`config.mk`:
```
export PLATFORM = sky130hd
export DESIGN_NAME = neopixel_layer_conf
export DESIGN_NICKNAME = d
export VERILOG_FILES = /design/src/rtl/layer_conf_pkg.sv /design/src/rtl/conf_reg.sv /design/src/rtl/neopixel_layer_conf.sv
export SDC_FILE = /design/constraint.sdc
export NUM_CORES = 1
export LEC_CHECK = 0
export ABC_AREA = 1
export BUFFER_PORTS_ARGS = -buffer_cell sky130_fd_sc_hd__buf_2
export CAP_MARGIN = 20
export CORE_UTILIZATION = 43
export CTS_CLUSTER_DIAMETER = 150
export DETAILED_ROUTE_END_ITERATION = 6
export PLACE_DENSITY = 0.72
export SYNTH_ARGS = -nofsm -noshare
export SYNTH_HDL_FRONTEND = slang
export SYNTH_HIERARCHICAL = 1
export SYNTH_SLANG_ARGS = --single-unit
```
`constraint.sdc`:
```
create_clock -name clk_in -period 0.8 [get_ports clk_in]
set_clock_uncertainty 0.2 [all_clocks]
set_input_delay 0.16 -clock clk_in [delete_from_list [all_inputs] [get_ports clk_in]]
set_output_delay 0.16 -clock clk_in [all_outputs]
set_load 0.01 [all_outputs]
```
`src/rtl/layer_conf_pkg.sv`:
```
// Shared constants and types for the NeoPixel bit-timing configuration bank.
// Holds the register address map, the count type and the power-on timing
// defaults (40 MHz clock).
package layer_conf_pkg;

    typedef logic [7:0] cnt_t;

    localparam logic [5:0] ADDR_T0H = 6'h00;
    localparam logic [5:0] ADDR_T0L = 6'h01;
    localparam logic [5:0] ADDR_T1H = 6'h02;
    localparam logic [5:0] ADDR_T1L = 6'h03;

    localparam cnt_t T0H_DEFAULT = 8'd16;
    localparam cnt_t T0L_DEFAULT = 8'd34;
    localparam cnt_t T1H_DEFAULT = 8'd32;
    localparam cnt_t T1L_DEFAULT = 8'd18;

endpackage

```
`src/rtl/conf_reg.sv`:
```
// One configuration register.
// It has an asynchronous active-high reset to a parameterised value and a
// load enable. The value is held whenever the load enable is low.
module conf_reg #(
    parameter int               DATA_W  = 8,
    parameter logic [DATA_W-1:0] RST_VAL = '0
) (
    input  logic              clk_in,
    input  logic              rst_in,
    input  logic              ld_in,
    input  logic [DATA_W-1:0] d_in,
    output logic [DATA_W-1:0] q_out
);

    logic [DATA_W-1:0] value_q;
    logic [DATA_W-1:0] value_d;

    // Next value: take the new data on a load, otherwise hold.
    always_comb begin
        value_d = value_q;
        if (ld_in) begin
            value_d = d_in;
        end
    end

    // Storage flop; reset forces the default without waiting for a clock.
    always_ff @(posedge clk_in or posedge rst_in) begin
        if (rst_in) begin
            value_q <= RST_VAL;
        end else begin
            value_q <= value_d;
        end
    end

    assign q_out = value_q;

endmodule

```
`src/rtl/neopixel_layer_conf.sv`:
```
// Bit-timing configuration register bank for the NeoPixel (WS281x) output layer.
// It holds four counts (T0H, T0L, T1H, T1L). The host writes them through a
// byte-wide port, and each count drives its output directly from a flop.
// Optional readback port: enabled by defining LAYER_CONF_RDBACK_EN.
module neopixel_layer_conf
    import layer_conf_pkg::*;
#(
    parameter int               ADDR_W  = 6,
    parameter int               DATA_W  = 8,
    parameter logic [DATA_W-1:0] T0H_DEF = 8'd16,
    parameter logic [DATA_W-1:0] T0L_DEF = 8'd34,
    parameter logic [DATA_W-1:0] T1H_DEF = 8'd32,
    parameter logic [DATA_W-1:0] T1L_DEF = 8'd18
) (
    input  logic              clk_in,
    input  logic              rst_in,
    input  logic              wr_en_in,
    input  logic [ADDR_W-1:0] wr_addr_in,
    input  logic [DATA_W-1:0] wr_data_in,
`ifdef LAYER_CONF_RDBACK_EN
    input  logic              rd_en_in,
    input  logic [ADDR_W-1:0] rd_addr_in,
    output logic [DATA_W-1:0] rd_data_out,
`endif
    output logic [DATA_W-1:0] t0h_cnt_out,
    output logic [DATA_W-1:0] t0l_cnt_out,
    output logic [DATA_W-1:0] t1h_cnt_out,
    output logic [DATA_W-1:0] t1l_cnt_out
);

    logic ld_t0h;
    logic ld_t0l;
    logic ld_t1h;
    logic ld_t1l;

    // Address decode: unmapped addresses raise no load enable, so they are ignored.
    always_comb begin
        ld_t0h = wr_en_in && (wr_addr_in == ADDR_W'(ADDR_T0H));
        ld_t0l = wr_en_in && (wr_addr_in == ADDR_W'(ADDR_T0L));
        ld_t1h = wr_en_in && (wr_addr_in == ADDR_W'(ADDR_T1H));
        ld_t1l = wr_en_in && (wr_addr_in == ADDR_W'(ADDR_T1L));
    end

    conf_reg #(.DATA_W(DATA_W), .RST_VAL(T0H_DEF)) u_t0h (
        .clk_in (clk_in),
        .rst_in (rst_in),
        .ld_in  (ld_t0h),
        .d_in   (wr_data_in),
        .q_out  (t0h_cnt_out)
    );

    conf_reg #(.DATA_W(DATA_W), .RST_VAL(T0L_DEF)) u_t0l (
        .clk_in (clk_in),
        .rst_in (rst_in),
        .ld_in  (ld_t0l),
        .d_in   (wr_data_in),
        .q_out  (t0l_cnt_out)
    );

    conf_reg #(.DATA_W(DATA_W), .RST_VAL(T1H_DEF)) u_t1h (
        .clk_in (clk_in),
        .rst_in (rst_in),
        .ld_in  (ld_t1h),
        .d_in   (wr_data_in),
        .q_out  (t1h_cnt_out)
    );

    conf_reg #(.DATA_W(DATA_W), .RST_VAL(T1L_DEF)) u_t1l (
        .clk_in (clk_in),
        .rst_in (rst_in),
        .ld_in  (ld_t1l),
        .d_in   (wr_data_in),
        .q_out  (t1l_cnt_out)
    );

`ifdef LAYER_CONF_RDBACK_EN
    logic [DATA_W-1:0] rd_data_q;
    logic [DATA_W-1:0] rd_data_d;

    // Read mux: samples the register outputs before this edge's write takes
    // effect, so a same-cycle read of a written address returns the old value.
    always_comb begin
        rd_data_d = rd_data_q;
        if (rd_en_in) begin
            if (rd_addr_in == ADDR_W'(ADDR_T0H)) begin
                rd_data_d = t0h_cnt_out;
            end else if (rd_addr_in == ADDR_W'(ADDR_T0L)) begin
                rd_data_d = t0l_cnt_out;
            end else if (rd_addr_in == ADDR_W'(ADDR_T1H)) begin
                rd_data_d = t1h_cnt_out;
            end else if (rd_addr_in == ADDR_W'(ADDR_T1L)) begin
                rd_data_d = t1l_cnt_out;
            end else begin
                rd_data_d = '0;
            end
        end
    end

    // Registered read data; it holds between reads and clears on reset.
    always_ff @(posedge clk_in or posedge rst_in) begin
        if (rst_in) begin
            rd_data_q <= '0;
        end else begin
            rd_data_q <= rd_data_d;
        end
    end

    assign rd_data_out = rd_data_q;
`endif

endmodule

```
==> results of run 1 <==
[metal layers]
metal  up-vias  share of wire [%]  track usage, %
met1       575                 37            26.2
met5         -                  0               0
met2        52                 54            37.1
li1        606                  -               -
met4         0                3.1            10.8
met3        10                6.4            6.80
[registers in the layout, summed over array words and instances, names as in the netlist]
| name | flops |
|---|---|
| u_t0h/q_out | 8 |
| u_t0l/q_out | 8 |
| u_t1h/q_out | 8 |
| u_t1l/q_out | 8 |
[report_power, final]
| group | switching [mW] | internal, mW | total, mW |
|---|---|---|---|
| Clock | 0.529 | 0.433 | 0.962 |
| Sequential | 0.141 | 1.86 | 2.00 |
| Combinational | 0.476 | 0.557 | 1.03 |
[kinds of logic (layout without fill, tap and decap cells)]
kind of cell           after synthesis  count (layout)  synth area share, %
and+or+nand+nor                    108             108                 31.5
buffers and inverters               14              91                 6.35
DFF                                 32              32                 62.2
[timing repair]
item | 4_1_cts | 5_1_grt
gates resized for setup | 39 | 28
endpoints found under the setup margin | 64 | 64
endpoints found under the hold margin | 64 | 64
gates cloned | 1 | 0
buffers inserted | 12 | 10
pin swaps | 20 | 16
[cell usage after synthesis]
library cell,n,area [um^2]
sky130_fd_sc_hd__nor2_1,7,26.3
sky130_fd_sc_hd__buf_6,4,45.0
sky130_fd_sc_hd__dfrtp_1,26,651
sky130_fd_sc_hd__inv_1,6,22.5
sky130_fd_sc_hd__nand3_1,3,15.0
sky130_fd_sc_hd__dfstp_2,6,158
sky130_fd_sc_hd__inv_2,4,15.0
sky130_fd_sc_hd__nand2_1,98,368
[worst max path at each step]
stage                                from                          to  slack (ns)  depth (start not counted)
3_5_place_dp                wr_addr_in[3]  u_t0h/q_out[1]$_DFFE_PP0P_       -0.45                          8
3_3_place_gp                wr_addr_in[5]  u_t0h/q_out[3]$_DFFE_PP0P_       -0.43                          8
4_1_cts        u_t0h/q_out[4]$_DFFE_PP1P_              t0h_cnt_out[4]       -0.55                          1
5_1_grt        u_t0l/q_out[5]$_DFFE_PP1P_              t0l_cnt_out[5]       -0.58                          1
6_report       u_t1l/q_out[1]$_DFFE_PP1P_              t1l_cnt_out[1]       -0.55                          1
2_1_floorplan               wr_addr_in[5]  u_t0h/q_out[0]$_DFFE_PP0P_       -0.22                          7
[through the flow]
stage / std cells / setup TNS [ns]
after global routing: 262 / -19.42
after global placement: 235 / -15.15
final: 262 / -17.34
after detailed placement: 235 / -15.74
after CTS: 256 / -16.65
after floorplan: 154 / -6.91
[area by class of cell]
class                           count  area (um^2)  area share (%)
Inverter                           10         62.6            3.01
Tap cell                           31         38.8            1.87
Multi-Input combinational cell    108          524            25.2
Clock buffer                        8         58.8            2.83
Timing Repair Buffer               73          584            28.1
Sequential cell                    32          808            38.9
==> results.sh, run 1 <==
export IMPL_cp_arrival_ns=0.99
export IMPL_ir_drop_mv=1.07
export IMPL_max_clock_freq_mhz=740
export IMPL_yosys_cell_types_count=8
export IMPL_ys_seq_area_share_pct=62.2
export IMPL_tritoncts="done"
export IMPL_timing_max_slew_rel_slack_pct=79.1
export IMPL_clk_path_buf_depth=2
export IMPL_criticalPathCategory="reg2out"
export IMPL_postRouteAntennaNets=0
export IMPL_worstMarginPinSlew_ns=0.314
export IMPL_detail_route_first_pass_iterations=6
export IMPL_cts_sink_count=32
export IMPL_critPathSlowestCell="sky130_fd_sc_hd__dfstp_2"
export IMPL_rsz0062_at_grt="yes"
export IMPL_end_kind="primary output"
export IMPL_placement_cell_area_um2=1630
export IMPL_count_of_cells_along_the_worst_register_to_register_path=4
export IMPL_postSynthNetCount=171
export IMPL_clkTransAtPathRegs_ns=0.10
export IMPL_holdCritPathClass="in2async"
export IMPL_cts_made_buffers=5
export IMPL_status="finished, violations left"
export IMPL_critPathMaxStageDelay_ns=0.56
export IMPL_fin_crit_ns=1.35
export IMPL_initial_antenna_violation_count=0
export IMPL_finalSetupViolCount=64
export IMPL_fp_dieH_um=57.0
export IMPL_grt_first_pass_wirelength_um=5220
export IMPL_worst_r2r_setup_slack_ns=-0.24
export IMPL_antenna_diode_count=0
export IMPL_final_setup_worst_slack_ns=-0.551
export IMPL_placement_io_buffers=48
export IMPL_gp_routability_congestion=0.738
export IMPL_coreArea_um2=2810
export IMPL_hold_worst_slack_ns=-0.404
export IMPL_die_outline_area_um2=3250
export IMPL_root_buffer="sky130_fd_sc_hd__clkbuf_4"
export IMPL_yosys_warnings=6
export IMPL_track_usage_pct=22.2
export IMPL_cp_start_kind="flip-flop"
export IMPL_p_leak_nw=1.18
export IMPL_grt_ovfl_total=0
export IMPL_rows=19
export IMPL_fin_nets=247
export IMPL_route_final_wire_length_um=3580
export IMPL_power_density_cell_area_nw_per_um2=1920
export IMPL_share_of_post_route_cells_with_drive_strength_above_1_pct=52.4
export IMPL_final_design_area_no_fill_um2=2080
export IMPL_postLayoutCoreUtil_pct=74.0
export IMPL_fin_total_pwr_mw=3.99
export IMPL_worstPathRequired_ns=0.44
export IMPL_initial_core_util_pct=46.3
export IMPL_cp_num_buf_inv=1
export IMPL_syn_instance_count=154
export IMPL_die_width_um=57.0
export IMPL_yosys_register_bits=32
export IMPL_final_common_cell="sky130_fd_sc_hd__nand2_1"
export IMPL_layout_worst_path_cycle_share_pct=169
export IMPL_drcViolationCount=6
export IMPL_timing_critical_path_cells="buf_6"
export IMPL_clkLatencyLatePin_ns=0.33
export IMPL_max_cap_violations=0
export IMPL_final_cell_mix="73 x sky130_fd_sc_hd__nand2_1, 37 x sky130_fd_sc_hd__buf_2, 31 x sky130_fd_sc_hd__buf_6, 26 x sky130_fd_sc_hd__dfrtp_1, 24 x sky130_fd_sc_hd__nand2_2"
export IMPL_grt_pass1_vias=1156
export IMPL_timing_final_max_slew_violations=0
export IMPL_first_iter_violations=61
export IMPL_syn_cell_area_um2=1300
export IMPL_wl_per_cell_um=13.6
export IMPL_area_growth_synth_to_final_pct=59.8
export IMPL_critPathMaxFanout=2
export IMPL_hold_viol=64
export IMPL_vias=1243
export IMPL_n_fill_cell=176
export IMPL_dp_hpwl_um=2200
export IMPL_num_io_pins=49
export IMPL_grt_start_max_net_pins=10
export IMPL_timing_rr_end="u_t1h/q_out[4]$_DFFE_PP0P_"
export IMPL_worst_path_dominant_cell_family="flip-flops"
export IMPL_place_ws_ns=-0.448
export IMPL_detail_route_vias_per_cell=4.74
export IMPL_htree_num_levels=2
export IMPL_timing_rr_start="u_t1h/q_out[4]$_DFFE_PP0P_"
export IMPL_failing_checks="DRC, hold timing, setup timing"
export IMPL_post_synth_cell_area_avg_um2=8.44
Power figures use the tool's default switching activity.
==> run 2: changes to the inputs <==
CORE_UTILIZATION = 30   (was 43)
PLACE_DENSITY = 0.51   (was 0.72)
clock period = 1.5 ns   (was 0.8 ns; I/O delays follow)
==> run 2 against run 1 <==
  * The run now ends clean
  * Critical endpoint is now t1h_cnt_out[5]
  * Clock power shrank 30%
  * Sequential cell count stayed put
  * Clock-buffer cell count did not move
  * Via count shrank 9.7%
  * Core utilization is 33 points lower
  * Critical path type unchanged
  * Cell count stayed put
  * Register-to-register slack gained 0.85 ns
==> results.sh, run 2 (same netlist as run 1, synthesis figures left out) <==
export IMPL_die_outline_area_um2=4600
export IMPL_postLayoutCoreUtil_pct=41.5
export IMPL_dp_cells=253
export IMPL_timing_max_slew_rel_slack_pct=78.4
export IMPL_clkLatencyLatePin_ns=0.28
export IMPL_wl_per_cell_um=12.0
export IMPL_cts_made_buffers=5
export IMPL_grt_pass1_vias=1028
export IMPL_grt_ovfl_total=0
export IMPL_root_buffer="sky130_fd_sc_hd__clkbuf_8"
export IMPL_first_iter_violations=109
export IMPL_holdCritPathClass="in2reg"
export IMPL_filler_free_cell_count_of_the_finished_design=262
export IMPL_timing_final_max_slew_violations=0
export IMPL_power_density_cell_area_nw_per_um2=1210
export IMPL_met2_usage_pct=21.5
export IMPL_grt_start_max_net_pins=10
export IMPL_hold_viol=0
export IMPL_finalSetupViolCount=0
export IMPL_track_usage_pct=15.5
export IMPL_die_width_um=67.8
export IMPL_p_leak_nw=1.03
export IMPL_dp_hpwl_um=2310
export IMPL_final_cell_mix="98 x sky130_fd_sc_hd__nand2_1, 48 x sky130_fd_sc_hd__buf_2, 26 x sky130_fd_sc_hd__dfrtp_1, 7 x sky130_fd_sc_hd__nor2_1"
export IMPL_route_final_wire_length_um=3140
export IMPL_coreArea_um2=4090
export IMPL_gr_max_usage_layer="met1"
export IMPL_postRouteAntennaNets=0
export IMPL_placement_io_buffers=48
export IMPL_rows=23
export IMPL_tritoncts="done"
export IMPL_htree_num_levels=2
export IMPL_grt_util_met1_pct=21.6
export IMPL_detail_route_vias_per_cell=4.28
export IMPL_grt_first_pass_wirelength_um=4960
export IMPL_cp_start_kind="flip-flop"
export IMPL_area_growth_synth_to_final_pct=30.4
export IMPL_end_kind="primary output"
export IMPL_status="complete, no violations"
export IMPL_timing_critical_path_cells="buf_2"
export IMPL_gp_routability_congestion=0.741
export IMPL_ir_drop_mv=0.339
export IMPL_critPathMaxStageDelay_ns=0.53
export IMPL_vias=1122
export IMPL_cp_arrival_ns=0.93
export IMPL_fin_nets=228
export IMPL_antenna_diode_count=0
export IMPL_rsz0062_at_grt="no"
export IMPL_initial_antenna_violation_count=0
export IMPL_worstMarginPinSlew_ns=0.324
export IMPL_max_cap_violations=0
export IMPL_n_fill_cell=435
export IMPL_detail_route_first_pass_iterations=4
export IMPL_cp_num_buf_inv=1
export IMPL_critPathMaxFanout=2
export IMPL_layout_worst_path_cycle_share_pct=95.2
export IMPL_fp_dieH_um=67.8
export IMPL_cts_sink_count=32
export IMPL_initial_core_util_pct=31.8
export IMPL_num_io_pins=49
export IMPL_worst_path_dominant_cell_family="flip-flops"
export IMPL_clkTransAtPathRegs_ns=0.06
export IMPL_post_cts_resized_instances=0
export IMPL_drcViolationCount=0
export IMPL_critPathSlowestCell="sky130_fd_sc_hd__dfstp_2"
export IMPL_clk_path_buf_depth=2
export IMPL_final_common_cell="sky130_fd_sc_hd__nand2_1"
export IMPL_grt_use_met3_pct=5.50
export IMPL_criticalPathCategory="reg2out"
export IMPL_fin_crit_ns=1.43
export IMPL_worstPathRequired_ns=1.00
export IMPL_max_clock_freq_mhz=700
export IMPL_share_of_post_route_cells_with_drive_strength_above_1_pct=32.5
export IMPL_setup_tns_final_ns=0
run 2: cell count changes in the layout (fill, tap and decap cells not counted), moves of 3 or more:
cell                       change
sky130_fd_sc_hd__buf_6        -31
sky130_fd_sc_hd__nand2_1      +25
sky130_fd_sc_hd__nand2_2      -24
sky130_fd_sc_hd__buf_2        +11
sky130_fd_sc_hd__nor2_1        +7
sky130_fd_sc_hd__nor2_4        -6
sky130_fd_sc_hd__clkbuf_4      -5
sky130_fd_sc_hd__clkbuf_8      +5
sky130_fd_sc_hd__inv_2         +4
sky130_fd_sc_hd__inv_8         -3
run 2: final timing paths:
kind / cells after the start / startpoint / slack (ns) / endpoint
setup / recovery: 1 / u_t1h/q_out[5]$_DFFE_PP1P_ / 0.07 / t1h_cnt_out[5]
hold / removal: 3 / wr_data_in[1] / 0.06 / u_t0l/q_out[1]$_DFFE_PP1P_
setup reg to reg: 2 / u_t1h/q_out[5]$_DFFE_PP1P_ / 0.61 / u_t1h/q_out[5]$_DFFE_PP1P_
hold reg to reg: 2 / u_t0l/q_out[5]$_DFFE_PP1P_ / 0.26 / u_t0l/q_out[5]$_DFFE_PP1P_
max in group asynchronous: 3 / rst_in / 0.45 / u_t0h/q_out[4]$_DFFE_PP1P_
min in group asynchronous: 3 / rst_in / 0.35 / u_t1h/q_out[0]$_DFFE_PP0P_
run 2: final cells by class:
cell class / count / area (um^2) / share of cell area (%)
clock buffer: 8 / 90.1 / 5.31
inverter: 10 / 37.5 / 2.21
multi-input combinational: 108 / 409 / 24.1
sequential: 32 / 808 / 47.7
tap: 50 / 62.6 / 3.69
timing repair buffer: 54 / 288 / 17.0
run 2: per-stage QoR:
| stage | power [mW] | worst slack [ns] | hold WS, ns | cell area [um^2] |
|---|---|---|---|---|
| 3_3_place_gp | 1.40 | 0.102 | 0.103 | 1600 |
| 3_5_place_dp | 1.40 | 0.0856 | 0.0982 | 1600 |
| 2_1_floorplan | 1.22 | 0.320 | -0.0858 | 1300 |
| 4_1_cts | 2.08 | 0.0580 | 0.0610 | 1700 |
| 6_report | 2.06 | 0.0717 | 0.0616 | 1700 |
| 5_1_grt | 2.18 | 0.0337 | 0.0715 | 1700 |
run 2: report_power, final:
part | internal (mW) | switching [mW]
sequential | 0.991 | 0.0570
clock | 0.374 | 0.300
combinational | 0.138 | 0.196
run 2: per-layer routing:
metal / vias to the layer above / share of wire, % / wire length [um]
li1: 571 / - / -
met1: 501 / 49 / 1540
met2: 46 / 43 / 1330
met3: 4 / 7.3 / 228
met4: 0 / 1.2 / 39
met5: - / 0 / 0
run 2: what timing repair did:
action | 4_1_cts | 5_1_grt
hold buffers | 1 | 0
hold endpoints to repair | 26 | 0
setup buffers | 0 | 0
